==> config.mk <==
export PLATFORM = sky130hd
export DESIGN_NAME = ext_bus_initiator
export DESIGN_NICKNAME = d
export VERILOG_FILES = /design/src/rtl/ext_bus_initiator.sv
export SDC_FILE = /design/constraint.sdc
export NUM_CORES = 1
export LEC_CHECK = 0
export ABC_AREA = 1
export BUFFER_PORTS_ARGS = -buffer_cell sky130_fd_sc_hd__buf_2
export CORE_UTILIZATION = 47
export CTS_BUF_LIST = sky130_fd_sc_hd__clkbuf_8
export DETAILED_ROUTE_END_ITERATION = 6
export GPL_TIMING_DRIVEN = 0
export PLACE_DENSITY = 0.82
export SLEW_MARGIN = 20
export SYNTH_ARGS = -nofsm -noshare
export SYNTH_HDL_FRONTEND = slang
export SYNTH_SLANG_ARGS = --single-unit
==> constraint.sdc <==
create_clock -name clk -period 1.35 [get_ports clk]
set_clock_uncertainty 0.2 [all_clocks]
set_input_delay 0.27 -clock clk [delete_from_list [all_inputs] [get_ports clk]]
set_output_delay 0.27 -clock clk [all_outputs]
set_load 0.02 [all_outputs]
==> src/rtl/ext_bus_initiator.sv <==
// ext_bus_initiator: one-at-a-time read/write initiator for the
// external side of the HPS-to-fabric Avalon bridge.
//
// Ports: clk, reset_n (async, active low)
//   cmd_*  : valid/ready command in (write, addr, be, wdata)
//   rsp_*  : valid/ready response out (write echo, rdata, err)
//   bus_*  : registered bridge strobes, held until acknowledge
//   busy   : high whenever the FSM is not IDLE
// Optional: define EXT_BUS_TIMEOUT_EN for a watchdog that ends an
// access with rsp_err=1 after TIMEOUT_CYCLES strobe cycles.
module ext_bus_initiator #(
  parameter int ADDR_W         = 16,
  parameter int DATA_W         = 32,
  parameter int TIMEOUT_CYCLES = 1023
) (
  input  logic                clk,
  input  logic                reset_n,
  input  logic                cmd_valid,
  output logic                cmd_ready,
  input  logic                cmd_write,
  input  logic [ADDR_W-1:0]   cmd_addr,
  input  logic [DATA_W/8-1:0] cmd_be,
  input  logic [DATA_W-1:0]   cmd_wdata,
  output logic                rsp_valid,
  input  logic                rsp_ready,
  output logic                rsp_write,
  output logic [DATA_W-1:0]   rsp_rdata,
  output logic                rsp_err,
  output logic [ADDR_W-1:0]   bus_address,
  output logic [DATA_W/8-1:0] bus_byte_enable,
  output logic                bus_read,
  output logic                bus_write,
  output logic [DATA_W-1:0]   bus_write_data,
  input  logic                bus_acknowledge,
  input  logic [DATA_W-1:0]   bus_read_data,
  output logic                busy
);

  localparam int BE_W = DATA_W / 8;

  typedef enum logic [1:0] {
    IDLE,
    ACCESS,
    RESP
  } state_t;

  state_t              state_q, state_d;
  logic [ADDR_W-1:0]   addr_q, addr_d;
  logic [BE_W-1:0]     be_q, be_d;
  logic [DATA_W-1:0]   wdata_q, wdata_d;
  logic                rd_q, rd_d;
  logic                wr_q, wr_d;
  logic                rvalid_q, rvalid_d;
  logic                rwrite_q, rwrite_d;
  logic [DATA_W-1:0]   rdata_q, rdata_d;

  if (TIMEOUT_CYCLES < 1) begin : g_bad_timeout
    $error("TIMEOUT_CYCLES must be at least 1");
  end

`ifdef EXT_BUS_TIMEOUT_EN
  localparam int CNT_W = $clog2(TIMEOUT_CYCLES + 1);
  // Last strobe cycle: counter has seen TIMEOUT_CYCLES-1 misses,
  // so strobes stay high for exactly TIMEOUT_CYCLES cycles.
  localparam logic [CNT_W-1:0] TO_LAST =
    CNT_W'(TIMEOUT_CYCLES - 1);

  logic [CNT_W-1:0] cnt_q, cnt_d;
  logic             err_q, err_d;
`endif

  always_comb begin
    state_d  = state_q;
    addr_d   = addr_q;
    be_d     = be_q;
    wdata_d  = wdata_q;
    rd_d     = rd_q;
    wr_d     = wr_q;
    rvalid_d = rvalid_q;
    rwrite_d = rwrite_q;
    rdata_d  = rdata_q;
`ifdef EXT_BUS_TIMEOUT_EN
    cnt_d    = cnt_q;
    err_d    = err_q;
`endif
    unique case (state_q)
      IDLE: begin
        if (cmd_valid) begin
          addr_d  = cmd_addr;
          be_d    = cmd_be;
          wdata_d = cmd_wdata;
          rd_d    = ~cmd_write;
          wr_d    = cmd_write;
`ifdef EXT_BUS_TIMEOUT_EN
          cnt_d   = '0;
`endif
          state_d = ACCESS;
        end
      end
      ACCESS: begin
        // Acknowledge is checked first so it beats a
        // coinciding timeout.
        if (bus_acknowledge) begin
          rd_d     = 1'b0;
          wr_d     = 1'b0;
          rvalid_d = 1'b1;
          rwrite_d = wr_q;
          rdata_d  = wr_q ? '0 : bus_read_data;
`ifdef EXT_BUS_TIMEOUT_EN
          err_d    = 1'b0;
`endif
          state_d  = RESP;
        end
`ifdef EXT_BUS_TIMEOUT_EN
        else if (cnt_q == TO_LAST) begin
          rd_d     = 1'b0;
          wr_d     = 1'b0;
          rvalid_d = 1'b1;
          rwrite_d = wr_q;
          rdata_d  = '0;
          err_d    = 1'b1;
          state_d  = RESP;
        end else begin
          cnt_d = cnt_q + 1'b1;
        end
`endif
      end
      RESP: begin
        if (rsp_ready) begin
          rvalid_d = 1'b0;
          state_d  = IDLE;
        end
      end
      default: state_d = IDLE;
    endcase
  end

  always_ff @(posedge clk or negedge reset_n) begin
    if (!reset_n) begin
      state_q  <= IDLE;
      addr_q   <= '0;
      be_q     <= '0;
      wdata_q  <= '0;
      rd_q     <= 1'b0;
      wr_q     <= 1'b0;
      rvalid_q <= 1'b0;
      rwrite_q <= 1'b0;
      rdata_q  <= '0;
    end else begin
      state_q  <= state_d;
      addr_q   <= addr_d;
      be_q     <= be_d;
      wdata_q  <= wdata_d;
      rd_q     <= rd_d;
      wr_q     <= wr_d;
      rvalid_q <= rvalid_d;
      rwrite_q <= rwrite_d;
      rdata_q  <= rdata_d;
    end
  end

`ifdef EXT_BUS_TIMEOUT_EN
  always_ff @(posedge clk or negedge reset_n) begin
    if (!reset_n) begin
      cnt_q <= '0;
      err_q <= 1'b0;
    end else begin
      cnt_q <= cnt_d;
      err_q <= err_d;
    end
  end

  assign rsp_err = err_q;
`else
  assign rsp_err = 1'b0;
`endif

  assign cmd_ready       = (state_q == IDLE);
  assign busy            = (state_q != IDLE);
  assign bus_address     = addr_q;
  assign bus_byte_enable = be_q;
  assign bus_write_data  = wdata_q;
  assign bus_read        = rd_q;
  assign bus_write       = wr_q;
  assign rsp_valid       = rvalid_q;
  assign rsp_write       = rwrite_q;
  assign rsp_rdata       = rdata_q;

endmodule

==> results.toml, run 1 <==
[run_status]
haltStage = "5_1_grt"
flow.first_error = "[ERROR DPL-0038] Utilization greater than 100%, impossible to legalize"
run_status = "did not finish"

[yosys]
synth_area_leaders = "dfrtp_1 64%, nand2_1 24%, o21ai_0 3.3%"
yosysSeqAreaShare_pct = 64.1
ys_seq_elements = 90
syn_inst = 389
yosys_warnings = 0
synthesis.area_mm2 = 0.00351
avgSynthCellArea_um2 = 9.03
synthDistinctLibCells = 17
yosysTopAreaCell = "dfrtp_1"
synth.top_cell.area_share_pct = 64.1
synthesis.nets = 479

[clocking]
cts_max_level = 3
cts.root.buffer_cell = "clkbuf_8"
cts_sinks = 90
cts-buffers-inserted = 9
cts.path.max_buffers = 2

[sta]
crit_endpoint = "busy"
worstEndpointType = "top-level output"

[die]
die-width_um = 88.4
fp.dieH_um = 88.4
initial_core_util_pct = 48.4
num_rows = 31
io_pins = 181

[global_route]
grt_max_degree = 49

[place]
place_area_mm2 = 0.00457
hpwl_um = 6510
io_buffers = 179
gp_congestion = 0.780
metrics by stage:
stage	util (%)	cells	setup slack (ns)
4_1_cts	91.4	813	-0.187
3_5_place_dp	63.0	668	-0.0904
3_3_place_gp	62.5	667	-0.937
2_1_floorplan	-	389	0.0142
logic make-up after synthesis:
logic type / synth area share [%]
compound gates: 4.99
buf+inv: 4.35
flops: 64.1
other cells: 0.107
simple gates: 26.4
synthesized netlist by cell type, drive strengths merged:
master	number
buf	19
clkbuf	2
conb	1
dfrtp	90
inv	5
nand2	231
nand3	4
nor2	2
o21ai	35
repair_timing:
item	4_1_cts
hold buffers	84
cloned	14
endpoints found under the hold margin	126
buffers inserted	31
pin swaps	4
gates resized for setup	230
setup endpoints to repair	176
==> inputs of run 2 (changes only) <==
--- a/config.mk
+++ b/config.mk
@@ -7,11 +7,10 @@
 export LEC_CHECK = 0
 export ABC_AREA = 1
 export BUFFER_PORTS_ARGS = -buffer_cell sky130_fd_sc_hd__buf_2
-export CORE_UTILIZATION = 47
-export CTS_BUF_LIST = sky130_fd_sc_hd__clkbuf_8
+export CORE_UTILIZATION = 37
 export DETAILED_ROUTE_END_ITERATION = 6
 export GPL_TIMING_DRIVEN = 0
-export PLACE_DENSITY = 0.82
+export PLACE_DENSITY_LB_ADDON = 0.15
 export SLEW_MARGIN = 20
 export SYNTH_ARGS = -nofsm -noshare
 export SYNTH_HDL_FRONTEND = slang
==> run 2 against run 1 <==
Net effect:
- the flow now finishes, with violations (setup timing)
- synthesized area is the same
- synthesized cell count is the same
==> results.toml, run 2 <==
[yosys]
avgSynthCellArea_um2 = 9.03
yosysMostFrequentCell = "nand2_1"
yosysTopAreaCell = "dfrtp_1"
synthesis.nets = 479
async_reset_ff_share_pct = 100
yosys_warnings = 0
yosysSeqAreaShare_pct = 64.1
ys_seq_elements = 90
syn_inst = 389
synthTopCellsByCount = "229 x nand2_1, 90 x dfrtp_1, 23 x o21ai_0"
synth_edf_count = 0
synth_area_leaders = "dfrtp_1 64%, nand2_1 24%, o21ai_0 3.3%"
synthesis.area_mm2 = 0.00351
synth_ff_type = "dfrtp_1"
synth.top_cell.area_share_pct = 64.1
synthDistinctLibCells = 17

[die]
num_rows = 35
core-area_mm2 = 0.00920
dieArea_mm2 = 0.00989
initial_core_util_pct = 38.2
fp.dieH_um = 99.4
die-width_um = 99.4
io_pins = 181

[clocking]
clock_latency_ns = 0.34
cts-buffers-inserted = 9
cts_sinks = 90
cts_tree = "built"
cts.path.max_buffers = 2
cts.root.buffer_cell = "clkbuf_8"
clk_pin_slew_worst_paths_ns = 0.10
cts_max_level = 3

[detailed_routing]
antenna_left = 0
wl_per_cell_um = 15.4
wirelength_um = 13100
drtIter0Drc = 128
drc_errors = 0
viasPerCell = 4.65
vias = 3960
firstDrtPassIters = 4

[run_status]
run_status = "finished with violations"
violations = "setup timing"

[global_route]
grt_pass1_wl_um = 19000
gr-total-overflow = 0
first_global_vias = 3930
grt_antenna_before_repair = 0
grt_max_degree = 64
grt_usage_pct = 24.8

[sta]
max_freq_mhz = 649
period_needed_ns = 1.54
fin_crit_sh_pct = 114
rsz0062_at_grt = "true"
setup_violations = 163
finalHoldWorstSlack_ns = 0.112
finalHoldViolations = 0
fin_ws_ns = -0.192
slew_violations = 0

[critical_path]
slowest_stage = "dfrtp_2"
path_max_fanout = 7
cp_common_cell = "nand2_1"
cp_cell_sequence = "inv_2, nand2_4, buf_6, nor2_8, clkbuf_16, nand2_1, nand2_1"
cp.required_ns = 1.45
path_delay_family = "flip-flops"
critPathKind = "reg -> reg"
crit_buf_inv = 3
worstPathArrival_ns = 1.64
critPathLaunchType = "flip-flop"
max_stage_delay_ns = 0.45
cp-end-kind = "flip-flop"

[pwr]
irDropWorstVdd_mv = 1.40
p_leak_nw = 3.83
powerDensity_mw_per_mm2 = 2280

[cells_and_area]
areaGrowthSynthToFinish_pct = 104
drive_above_1_share_pct = 45.7
num-fill-cells = 574
antennaDiodeCount = 0
fin_nets = 825
layout_commonest_cell = "nand2_1"
post-route-util_pct = 77.9
final-seq-area_mm2 = 0.00225
multi_input_area_mm2 = 0.00135
stdcell_area_mm2 = 0.00716
mostFrequentLayoutCells = "187 x nand2_1, 108 x buf_6, 90 x buf_2, 88 x dfrtp_1, 87 x dlygate4sd3_1"

[run]
drv_cap = 0

[place]
hpwl_um = 6430
gp_congestion = 0.746
place_area_mm2 = 0.00459
io_buffers = 179

[hold_path]
min_path_type = "in -> reg"
==> run 2: cell counts after synthesis <==
No cell type changed its count.
==> run 2: worst reg2reg max path: cells and delay by family, from the launching register on <==
kind / cells / cell delay (ns)
flip-flops: 1 / 0.45
buffers and inverters: 3 / 0.42
AND/OR/NAND/NOR: 4 / 0.42
==> run 2: path summary, 6_finish.rpt <==
kind / start / end / slack, ns / cells past startpoint
setup / recovery: state_q[1] / bus_address[5] / -0.19 / 7
hold / removal: bus_acknowledge / state_q[0] / 0.11 / 2
setup reg to reg: state_q[1] / bus_address[5] / -0.19 / 7
hold reg to reg: bus_write_data[10] / bus_write_data[10] / 0.31 / 2
max in group asynchronous: reset_n / bus_write_data[11] / 0.17 / 3
min in group asynchronous: reset_n / rsp_rdata[18] / 0.17 / 2
==> run 2: stage by stage <==
stage               worst slack (ns)  TNS (ns)  power (mW)  instances
detailed placement           -0.0701     -1.60        10.1        680
global placement               -1.09    -98.34        10.0        679
floorplan                     0.0142         0        8.09        389
finish                        -0.192    -10.93        16.3        851
CTS                           -0.212    -11.24        15.2        819
global route                  -0.245    -20.59        17.2        851
==> run 2: logic make-up after synthesis <==
family | Yosys count | share of synthesized area [%]
AO/OA/AOI/OAI | 35 | 4.99
flip-flops | 90 | 64.1
other | 1 | 0.107
AND/OR/NAND/NOR | 237 | 26.4
buffers and inverters | 26 | 4.35
==> run 2: where the power goes <==
group / switching [mW] / internal, mW / total [mW]
clock: 0.980 / 0.965 / 1.94
sequential: 0.953 / 3.94 / 4.89
combinational: 4.59 / 4.91 / 9.51
==> run 2: area by class of cell <==
class | count | share of cell area (%)
buffer | 21 | 3.30
clock buffer | 11 | 2.11
clock inverter | 5 | 0.838
inverter | 5 | 0.262
multi-input combinational | 277 | 18.8
sequential | 90 | 31.5
tap | 111 | 1.94
timing repair buffer | 331 | 41.3
==> run 2: metal layers <==
metal	global-route usage [%]	wire length, um	vias up
met3	6.25	734	28
met5	0	0	-
met1	29.2	5120	1888
li1	-	-	1900
met2	42.3	6920	144
met4	12.4	299	0
==> run 2: repair_timing <==
| item | 4_1_cts | 5_1_grt |
|---|---|---|
| endpoints found under the hold margin | 177 | 0 |
| pin swaps | 5 | 14 |
| resized for setup | 225 | 74 |
| buffers inserted | 26 | 26 |
| hold buffers | 87 | 0 |
| cloned | 10 | 7 |
| endpoints found under the setup margin | 175 | 180 |
No activity file was read; power rests on OpenSTA's default activity.
